**config.mk**
```make
export PLATFORM = sky130hd
export DESIGN_NAME = uart_rx_flat
export DESIGN_NICKNAME = d
export VERILOG_FILES = /design/src/rtl/uart_pkg.sv /design/src/rtl/uart_rx_if.sv /design/src/rtl/uart_sync.sv /design/src/rtl/uart_rx.sv /design/src/flat_wrapper.sv
export SDC_FILE = /design/constraint.sdc
export NUM_CORES = 1
export LEC_CHECK = 0
export ABC_AREA = 1
export CORE_UTILIZATION = 53
export CTS_CLUSTER_DIAMETER = 200
export CTS_CLUSTER_SIZE = 28
export DETAILED_ROUTE_END_ITERATION = 16
export HOLD_SLACK_MARGIN = 0.06
export PLACE_DENSITY = 0.75
export SYNTH_ARGS = -nofsm -noshare
export SYNTH_HDL_FRONTEND = slang
export SYNTH_SLANG_ARGS = --single-unit
```
**constraint.sdc**
```tcl
create_clock -name clk -period 1.71 [get_ports clk]
set_input_delay 0.4275 -clock clk [delete_from_list [all_inputs] [get_ports clk]]
set_output_delay 0.4275 -clock clk [all_outputs]
set_load 0.05 [all_outputs]
```
**src/rtl/uart_pkg.sv**
```systemverilog
// Shared UART definitions: FSM state encoding, frame constants and parity helper.
// Used by both ends of the uart_tx / uart_rx link.
package uart_pkg;

  localparam int DATA_W = 8;

  localparam logic START_BIT = 1'b0;
  localparam logic STOP_BIT  = 1'b1;

  // Gray-coded so the common frame walk flips one bit per transition
  typedef enum logic [2:0] {
    ST_IDLE   = 3'b000,
    ST_START  = 3'b001,
    ST_DATA   = 3'b011,
    ST_PARITY = 3'b010,
    ST_STOP   = 3'b110
  } uart_state_e;

  function automatic logic parity(input logic [DATA_W-1:0] v);
    return ^v;
  endfunction

endpackage

```
**src/rtl/uart_rx_if.sv**
```systemverilog
// Host-side byte handshake of uart_rx.
// valid is a level: it rises when a byte is delivered and stays high until a
// rising edge of ack is seen; data/perr/ferr are stable while valid is high.
interface uart_rx_if;
  import uart_pkg::*;

  logic [DATA_W-1:0] data;
  logic              valid;
  logic              perr;
  logic              ferr;
  logic              overrun;
  logic              ack;

  modport master (output data, valid, perr, ferr, overrun, input ack);
  modport slave  (input data, valid, perr, ferr, overrun, output ack);

endinterface

```
**src/rtl/uart_sync.sv**
```systemverilog
// Reset-to-1 synchronizer chain for the asynchronous rx line, frozen by setb.
// q_early is the stage just before q, i.e. what q will hold one cycle later.
module uart_sync #(
  parameter int STAGES = 2
) (
  input  logic clk,
  input  logic rstb,
  input  logic setb,
  input  logic d,
  output logic q,
  output logic q_early
);

  logic [STAGES-1:0] s;

  always_ff @(posedge clk) begin
    if (!rstb) begin
      s <= '1;
    end else if (setb) begin
      s <= {s[STAGES-2:0], d};
    end
  end

  assign q       = s[STAGES-1];
  assign q_early = s[STAGES-2];

endmodule

```
**src/rtl/uart_rx.sv**
```systemverilog
// UART receiver: start, 8 data bits LSB first, even parity, stop; P = div+2 clk per bit.
// Define UART_RX_MAJORITY_EN for a 2-of-3 vote around each bit midpoint.
module uart_rx
  import uart_pkg::*;
#(
  parameter int SYNC_STAGES = 2
) (
  input  logic        clk,
  input  logic        rstb,
  input  logic        setb,
  input  logic        rx,
  input  logic [15:0] div,
  uart_rx_if.master   host,
  output logic        idle,
  output uart_state_e state_dbg
);

  uart_state_e       state;
  logic              rxs;
  logic              rxs_early;
  logic [15:0]       d;
  logic [16:0]       cnt;
  logic [2:0]        idx;
  logic [DATA_W-1:0] sh;
  logic              p;
  logic              ack_d;
  logic              ack_rise;
  logic              start_edge;
  logic              bit_val;
  logic [16:0]       half;
  logic [16:0]       full;

  uart_sync #(.STAGES(SYNC_STAGES)) u_sync (
    .clk     (clk),
    .rstb    (rstb),
    .setb    (setb),
    .d       (rx),
    .q       (rxs),
    .q_early (rxs_early)
  );

  // Falling edge caught one stage early so the first sample sits inside the
  // start bit even at P=2.
  assign start_edge = rxs & ~rxs_early;
  assign ack_rise   = host.ack & ~ack_d;
  assign half       = ({1'b0, div} + 17'd2) >> 1;
  assign full       = {1'b0, d} + 17'd1;

`ifdef UART_RX_MAJORITY_EN
  logic v2;
  logic v1;

  always_ff @(posedge clk) begin
    if (!rstb) begin
      v2 <= 1'b1;
      v1 <= 1'b1;
    end else if (setb && state != ST_IDLE) begin
      if (cnt == 17'd2) v2 <= rxs;
      if (cnt == 17'd1) v1 <= rxs;
    end
  end

  assign bit_val = (d >= 16'd2) ? ((v2 & v1) | (v2 & rxs) | (v1 & rxs)) : rxs;
`else
  assign bit_val = rxs;
`endif

  always_ff @(posedge clk) begin
    if (!rstb) begin
      state        <= ST_IDLE;
      cnt          <= '0;
      idx          <= '0;
      sh           <= '0;
      p            <= 1'b0;
      d            <= '0;
      ack_d        <= 1'b0;
      host.data    <= '0;
      host.valid   <= 1'b0;
      host.perr    <= 1'b0;
      host.ferr    <= 1'b0;
      host.overrun <= 1'b0;
    end else if (setb) begin
      ack_d <= host.ack;
      // A completing frame below overrides this clear of valid
      if (ack_rise) begin
        host.valid   <= 1'b0;
        host.overrun <= 1'b0;
      end
      case (state)
        ST_IDLE: begin
          if (start_edge) begin
            d     <= div;
            cnt   <= half;
            state <= ST_START;
          end
        end
        ST_START: begin
          if (cnt != '0) begin
            cnt <= cnt - 17'd1;
          end else if (bit_val == START_BIT) begin
            cnt   <= full;
            idx   <= '0;
            state <= ST_DATA;
          end else begin
            state <= ST_IDLE;
          end
        end
        ST_DATA: begin
          if (cnt != '0) begin
            cnt <= cnt - 17'd1;
          end else begin
            sh[idx] <= bit_val;
            idx     <= idx + 3'd1;
            cnt     <= full;
            if (idx == 3'd7) state <= ST_PARITY;
          end
        end
        ST_PARITY: begin
          if (cnt != '0) begin
            cnt <= cnt - 17'd1;
          end else begin
            p     <= bit_val;
            cnt   <= full;
            state <= ST_STOP;
          end
        end
        ST_STOP: begin
          if (cnt != '0) begin
            cnt <= cnt - 17'd1;
          end else begin
            host.data  <= sh;
            host.perr  <= parity(sh) ^ p;
            host.ferr  <= (bit_val != STOP_BIT);
            host.valid <= 1'b1;
            if (host.valid && !ack_rise) host.overrun <= 1'b1;
            // Back-to-back frames at P=2 put the next start edge on this cycle
            if (start_edge) begin
              d     <= div;
              cnt   <= half;
              state <= ST_START;
            end else begin
              state <= ST_IDLE;
            end
          end
        end
        default: state <= ST_IDLE;
      endcase
    end
  end

  assign idle      = (state == ST_IDLE);
  assign state_dbg = state;

endmodule

```
**src/flat_wrapper.sv**
```systemverilog
// flat-port wrapper written by rule: the top's interface ports become plain ports
module uart_rx_flat import uart_pkg::*;
#(
  parameter int SYNC_STAGES = 2
)
  (clk, rstb, setb, rx, div, idle, state_dbg, host_data, host_valid, host_perr, host_ferr, host_overrun, host_ack);
  uart_rx_if host_i ();
  input  logic clk;
  input  logic rstb;
  input  logic setb;
  input  logic rx;
  input  logic [15:0] div;
  output logic idle;
  output uart_state_e state_dbg;
  output wire logic [$bits(host_i.data)-1:0] host_data;
  output wire logic [$bits(host_i.valid)-1:0] host_valid;
  output wire logic [$bits(host_i.perr)-1:0] host_perr;
  output wire logic [$bits(host_i.ferr)-1:0] host_ferr;
  output wire logic [$bits(host_i.overrun)-1:0] host_overrun;
  input wire logic [$bits(host_i.ack)-1:0] host_ack;
  assign host_data = host_i.data;
  assign host_valid = host_i.valid;
  assign host_perr = host_i.perr;
  assign host_ferr = host_i.ferr;
  assign host_overrun = host_i.overrun;
  assign host_i.ack = host_ack;
  uart_rx #(.SYNC_STAGES(SYNC_STAGES)) u_core (.clk(clk), .rstb(rstb), .setb(setb), .rx(rx), .div(div), .host(host_i), .idle(idle), .state_dbg(state_dbg));
endmodule
```
==> results of run 1 <==
cell type report:
type | count | area (um2)
fillers | 525 | 1509
multi-input cells | 514 | 3069
well taps | 102 | 127.6
repair buffers | 137 | 1229
inverters | 75 | 294.0
clock buffers | 9 | 123.9
clock inverters | 7 | 103.9
flip-flops and latches | 63 | 1271
power by group through the flow:
stage               clock network, uW  registers, uW  logic (uW)
floorplan                           0           2030        2320
global placement                    0           1920        3830
detailed placement                  0           1920        3910
CTS                              1540           1900        4170
global route                     1610           1960        5390
finish                           1540           1940        5040
worst max-delay path by stage:
| stage | start | end | slack [ps] | cells after the start |
|---|---|---|---|---|
| finish | u_core.cnt[0] | u_core.host.ferr | -70 | 11 |
| global placement | div[1] | u_core.cnt[14] | -350 | 14 |
| detailed placement | div[1] | u_core.cnt[14] | -390 | 14 |
| CTS | u_core.cnt[0] | u_core.d[8] | -7 | 11 |
| floorplan | u_core.state_dbg[1] | u_core.cnt[14] | -9 | 10 |
| global route | u_core.cnt[0] | u_core.sh[0] | -140 | 12 |
flip-flops by register name (all words and copies together) (netlist names), 2 cells and up:
register and count:
u_core.sh 8, u_core.host.data 8, u_core.state_dbg 3, u_core.u_sync.s 2, u_core.cnt 17, u_core.d 16, u_core.idx 3
routing by layer:
layer	track usage [%]	vias to the layer above
li1	-	2449
met1	36.40	2350
met2	59.15	267
met3	6.533	77
met4	21.03	0
met5	0	-
placed cells by master (no fill, tap or decap), types with 8 or more instances in the layout:
master / count
buf_4: 99
nor2_4: 11
nor2_1: 79
a21oi_1: 46
xor2_1: 19
inv_1: 65
nand2_8: 8
nor2_2: 19
dfxtp_1: 57
nand2_1: 136
o21ai_0: 42
xnor2_1: 8
o21ai_1: 8
buf_6: 8
o21ai_2: 12
nand2_2: 8
a21oi_2: 10
clkdlybuf4s50_1: 15
clkbuf_8: 9
nand3_1: 40
nand4_1: 13
nand3_2: 12
buf_12: 8
cell usage after synthesis, drive strengths merged:
cell type,count,area share [%]
nor3,5,0.59
nand4,13,1.9
and2,1,0.15
nor2,112,12
clkinv,3,0.27
nand3,55,6.7
o22ai,6,0.89
nand3b,3,0.53
o21ai,65,7.8
xnor2,8,1.7
or2,3,0.44
nand2,154,15
xor2,19,3.9
a21o,2,0.35
buf,11,2.2
ha,5,1.5
dfxtp,63,30
a31oi,1,0.15
clkbuf,8,0.71
nor4,2,0.30
inv,72,6.4
a21oi,56,6.6
timing repair:
action                                  CTS  global route
gates resized for setup                  28           115
pin swaps                                 4            44
endpoints found under the setup margin   43            59
cloned                                    2             2
buffers inserted                          1             7
critical path, cell delays in order, from the launching register on:
cell and delay, ps:
dfxtp_2 340, inv_2 80, ha_4 140, nand2_4 70
nor2_8 150, nand2_4 90, nor2_8 180, nand2_8 100
nor2_8 180, buf_6 140, o21ai_1 80, a21oi_1 160
per-stage QoR:
step / total power, uW / TNS, ps / std cells
after detailed placement: 5827 / -7580 / 879
after CTS: 7608 / -8.859 / 898
after global routing: 8951 / -4172 / 907
after floorplan: 4357 / -9.154 / 667
after global placement: 5751 / -5789 / 879
final: 8516 / -723.8 / 907
cell families after synthesis:
| family | after synthesis |
|---|---|
| AOI/OAI and AO/OA | 130 |
| xor gates and xnor gates | 27 |
| adders and majority gates | 5 |
| buffers and inverters | 94 |
| DFF | 63 |
| and+or+nand+nor | 348 |
==> impl_metrics.csv, run 1 <==
group,metric,value,unit
status,outcome,"finished with violations",
status,violations,"setup timing",
synth,synthCells,667,
synth,synth_top_family_by_area,"simple AND/OR/NAND/NOR gates",
floorplan,num_rows,32,
synth,syn_area,4230,um2
place,numPortBuffers,36,
synth,synth-warning-count,0,
global_route,antenna_found_initial,0,
global_route,grt_pass1_wl,21.87,mm
power_and_ir_drop,leakage,0.002761,uW
drt,drc,0,
power_and_ir_drop,switching_share,45.30,%
clocking,cts-root-buf,"clkbuf_8",
timing,hold_viol_final,0,
critical_path,worstRegToRegCells,11,
place,place.gp.congestion,0.9358,
timing,finalCritPeriodShare,104.0,%
clocking,clk_pin_slew,90,ps
synth,synth-compound-area-share,15.79,%
worst_hold_path,worstHoldStart,"u_core.sh[1]",
timing,fin_ws,-68.11,ps
synth,synth.net_count,693,
cells_and_area,area.growth.synth_to_final,47.00,%
drt,ant_nets,0,
floorplan,fp.coreArea,7727,um2
critical_path,r2r-end,"u_core.host.ferr",
timing,rsz0062_at_grt,"true",
critical_path,crit_fanout,7,
power_and_ir_drop,vdd_drop_max,1.113,mV
place,placed_area,5344,um2
critical_path,rrSetupSlack,-70,ps
timing,timing.hold.ws,485.4,ps
cells_and_area,nets,826,
synth,synthMuxAreaShare,0,%
synth,synthAdderAreaFrac,1.479,%
global_route,grt_pass1_vias,4793,
timing,setup_violations,26,
floorplan,ios,37,
cells_and_area,post-route-cell-area,6218,um2
timing,worst-slew-pin-transition,444.6,ps
critical_path,cp-start-kind,"register",
cells_and_area,layout-drive-gt1-share,31.43,%
job,maxCapViolCount,0,
synth,ys_seq_area_share,29.81,%
synth,avgSynthCellArea,6.342,um2
floorplan,die_x,91.34,um
timing,post-route-min-period,1778,ps
synth,yosys.area_share.simple,37.74,%
power_and_ir_drop,pwr-share-clk,18.0,%
place,hpwl,9.700,mm
power_and_ir_drop,combPwrFrac,59.2,%
synth,synthDistinctLibCells,33,
clocking,clock_latency,370,ps
floorplan,start_util,54.74,%
place,pre_cts_slack,-386.3,ps
critical_path,required,2010,ps
power_and_ir_drop,p_per_area,1369,nW/um2
clocking,hold_buffers,0,
global_route,grt_max_degree,24,
critical_path,cp-end-kind,"register",
worst_hold_path,hp-class,"reg -> reg",
timing,fmax,562.4,MHz
drt,wl_met3,1.101,mm
critical_path,critPathKind,"reg -> reg",
drt,vias,5143,
drt,wl_met2,7.629,mm
cells_and_area,post-route-util,80.47,%
clocking,h-tree-depth,3,
timing,slew_violations,0,
global_route,grt_overflow,0,
drt,vias_per_cell,5.670,
power_and_ir_drop,seq_power_share,22.8,%
timing,max_slew_margin,70.29,%
power_and_ir_drop,p_int,4658,uW
drt,first_pass_iters,6,
global_route,grt_usage,33.40,%
synth,synth_xor_area_share,5.590,%
clocking,cts_tree,"built",
synth,synth-seq-cells,63,
critical_path,rr_startpoint,"u_core.cnt[0]",
clocking,clk_path_buf_depth,2,
drt,drt_iter0_markers,425,
drt,routed_wl,15.22,mm
clocking,cts_made_buffers,9,
cells_and_area,antenna_cells_inserted,0,
critical_path,cp.arrival,2070,ps
drt,wire_per_inst,16.78,um
drt,wl_met1,5.589,mm
floorplan,dieHeight,91.34,um
timing,skew,15.97,ps
worst_hold_path,holdPathStages,2,
worst_hold_path,hold-path-endpoint,"u_core.host.data[1]",
clocking,cts_sinks,63,
drt,highest_layer,"met4",
power_and_ir_drop,p_sw,3858,uW
floorplan,dieArea,8343,um2
(Power assumes the default switching activity.)
==> inputs of run 2 (changes only) <==
- SLEW_MARGIN: not set -> 20
==> results of run 2 <==
Final layout, timing and power as in run 1 (identical DEF).
==> inputs of run 3 (changes only) <==
- CORE_MARGIN: not set -> 3
- CTS_BUF_LIST: not set -> sky130_fd_sc_hd__clkbuf_16
==> impl_metrics.csv, run 3 (synthesized netlist as in run 1, its figures left out) <==
group,metric,value,unit
cells_and_area,area.growth.synth_to_final,49.60,%
power_and_ir_drop,p_int,4975,uW
drt,vias,5322,
timing,skew,5.707,ps
drt,drt_iter0_markers,432,
place,numPortBuffers,36,
timing,setup_tns,-1328,ps
drt,first_pass_iters,5,
drt,drc,0,
cells_and_area,nets,827,
drt,vias_per_cell,5.881,
status,violations,"setup timing",
floorplan,fp.coreArea,7486,um2
critical_path,worstRegToRegCells,10,
worst_hold_path,holdPathStages,3,
floorplan,dieHeight,95.34,um
worst_hold_path,hp-class,"in -> reg",
global_route,met2_usage,56.73,%
place,pre_cts_slack,-422.2,ps
timing,finalCritPeriodShare,105.7,%
timing,rsz0062_at_grt,"true",
timing,setup_violations,37,
critical_path,rr_startpoint,"u_core.cnt[14]",
global_route,grt_pass1_vias,5027,
floorplan,dieArea,9090,um2
global_route,antenna_found_initial,0,
cells_and_area,seq_area,1274,um2
cells_and_area,mostFrequentLayoutCells,"nand2_1 (134), buf_4 (98), nor2_1 (73)",
clocking,cts_tree,"built",
cells_and_area,regMostFlops,"u_core.cnt",
cells_and_area,fillers,480,
clocking,cts_sinks,63,
floorplan,die_x,95.34,um
clocking,clock_latency,340,ps
power_and_ir_drop,pwr-share-clk,23.0,%
floorplan,ios,37,
drt,wire_per_inst,17.61,um
status,outcome,"finished with violations",
global_route,grt_max_degree,27,
timing,worst-slew-pin-transition,468.6,ps
critical_path,cp-end-kind,"register",
timing,slew_violations,0,
timing,post-route-min-period,1807,ps
power_and_ir_drop,vdd_drop_max,1.329,mV
global_route,grt_pass1_wl,23.04,mm
floorplan,start_util,56.51,%
cells_and_area,largest_reg_flops,17,
power_and_ir_drop,p_per_area,1405,nW/um2
cells_and_area,reg_top3,"u_core.cnt (17), u_core.d (16)",
critical_path,required,1960,ps
critical_path,critPathKind,"reg -> reg",
global_route,grt_overflow,0,
job,maxCapViolCount,0,
critical_path,cp.arrival,2060,ps
place,place.gp.congestion,0.9699,
clocking,hold_buffers,0,
global_route,grt_use_met3,5.525,%
power_and_ir_drop,seq_power_share,22.2,%
timing,hold_viol_final,0,
cells_and_area,multi_input_area,3034,um2
critical_path,crit_fanout,7,
power_and_ir_drop,p_sw,3918,uW
global_route,met1_usage,36.25,%
critical_path,cp-start-kind,"register",
worst_hold_path,worstHoldStart,"div[3]",
drt,ant_nets,0,
floorplan,num_rows,31,
global_route,busiest_layer,"met2",
clocking,clk_path_buf_depth,2,
cells_and_area,antenna_cells_inserted,0,
power_and_ir_drop,switching_share,44.06,%
clocking,h-tree-depth,3,
place,hpwl,10.05,mm
power_and_ir_drop,combPwrFrac,54.8,%
power_and_ir_drop,leakage,0.002820,uW
critical_path,crit_start,"u_core.cnt[14]",
timing,fmax,553.4,MHz
cells_and_area,layout_commonest_cell,"nand2_1",
drt,routed_wl,15.94,mm
timing,fin_ws,-97.14,ps
clocking,cts-root-buf,"clkbuf_16",
cells_and_area,layout-drive-gt1-share,33.13,%
timing,max_slew_margin,68.69,%
global_route,grt_usage,32.91,%
clocking,clk_pin_slew,60,ps
clocking,cts_made_buffers,9,
## run 3: changes by cell type in the layout (fill, tap and decap cells not counted), moves of 9 or more
cell       delta
clkbuf_16    +10
o21ai_0      -10
clkbuf_8      -9
o21ai_2       +9
## run 3: final timing paths
check / end / slack [ps]
max: u_core.sh[4] / -100
min: u_core.d[3] / 480
max reg2reg: u_core.sh[4] / -100
min reg2reg: u_core.ack_d / 480
## run 3: timing repair
item | 4_1_cts | 5_1_grt
endpoints found under the setup margin | 49 | 60
gates resized for setup | 31 | 131
gates cloned | 2 | 3
buffers inserted | 2 | 4
pin swaps | 8 | 25
## run 3: layer usage
metal	part of all wire (%)	vias to the layer above	wire, um
met4	7.1	0	1134
met3	7.9	96	1259
met1	36	2454	5782
met5	0	-	0
met2	49	322	7764
li1	-	2450	-
## run 3: critical path: stages (launching register included)
cell	delay [ps]
dfxtp_1	340
nor2_2	170
nand2_1	110
nor2_4	180
nand2_4	90
nor2_8	150
buf_6	120
nand2_4	60
nor2_4	180
a21oi_1	140
nor3_2	170
## run 3: cell type report
cell class	instances	share of cell area [%]
multi-input cells	514	47.94
clock inverters	7	1.641
repair buffers	138	20.13
well taps	99	1.957
clock buffers	9	3.559
flip-flops and latches	63	20.13
inverters	75	4.646
## run 3: metrics by stage
step           total power, uW  util [%]  hold WS, ps  cell area (um2)  std cells
4_1_cts                   8216     78.10        481.9             5847        898
5_1_grt                   9316     84.54        495.8             6329        905
3_5_place_dp              5848     71.87        474.0             5380        878
2_1_floorplan             4357         -        443.5             4234        667
3_3_place_gp              5745     71.87        457.4             5380        878
6_report                  8892     84.54        477.7             6329        905
## run 3: power by group through the flow
stage	logic, uW	registers [uW]	clock network, uW
floorplan	2320	2030	0
global route	5210	1990	2120
finish	4880	1970	2040
global placement	3810	1940	0
CTS	4250	1920	2040
detailed placement	3910	1940	0
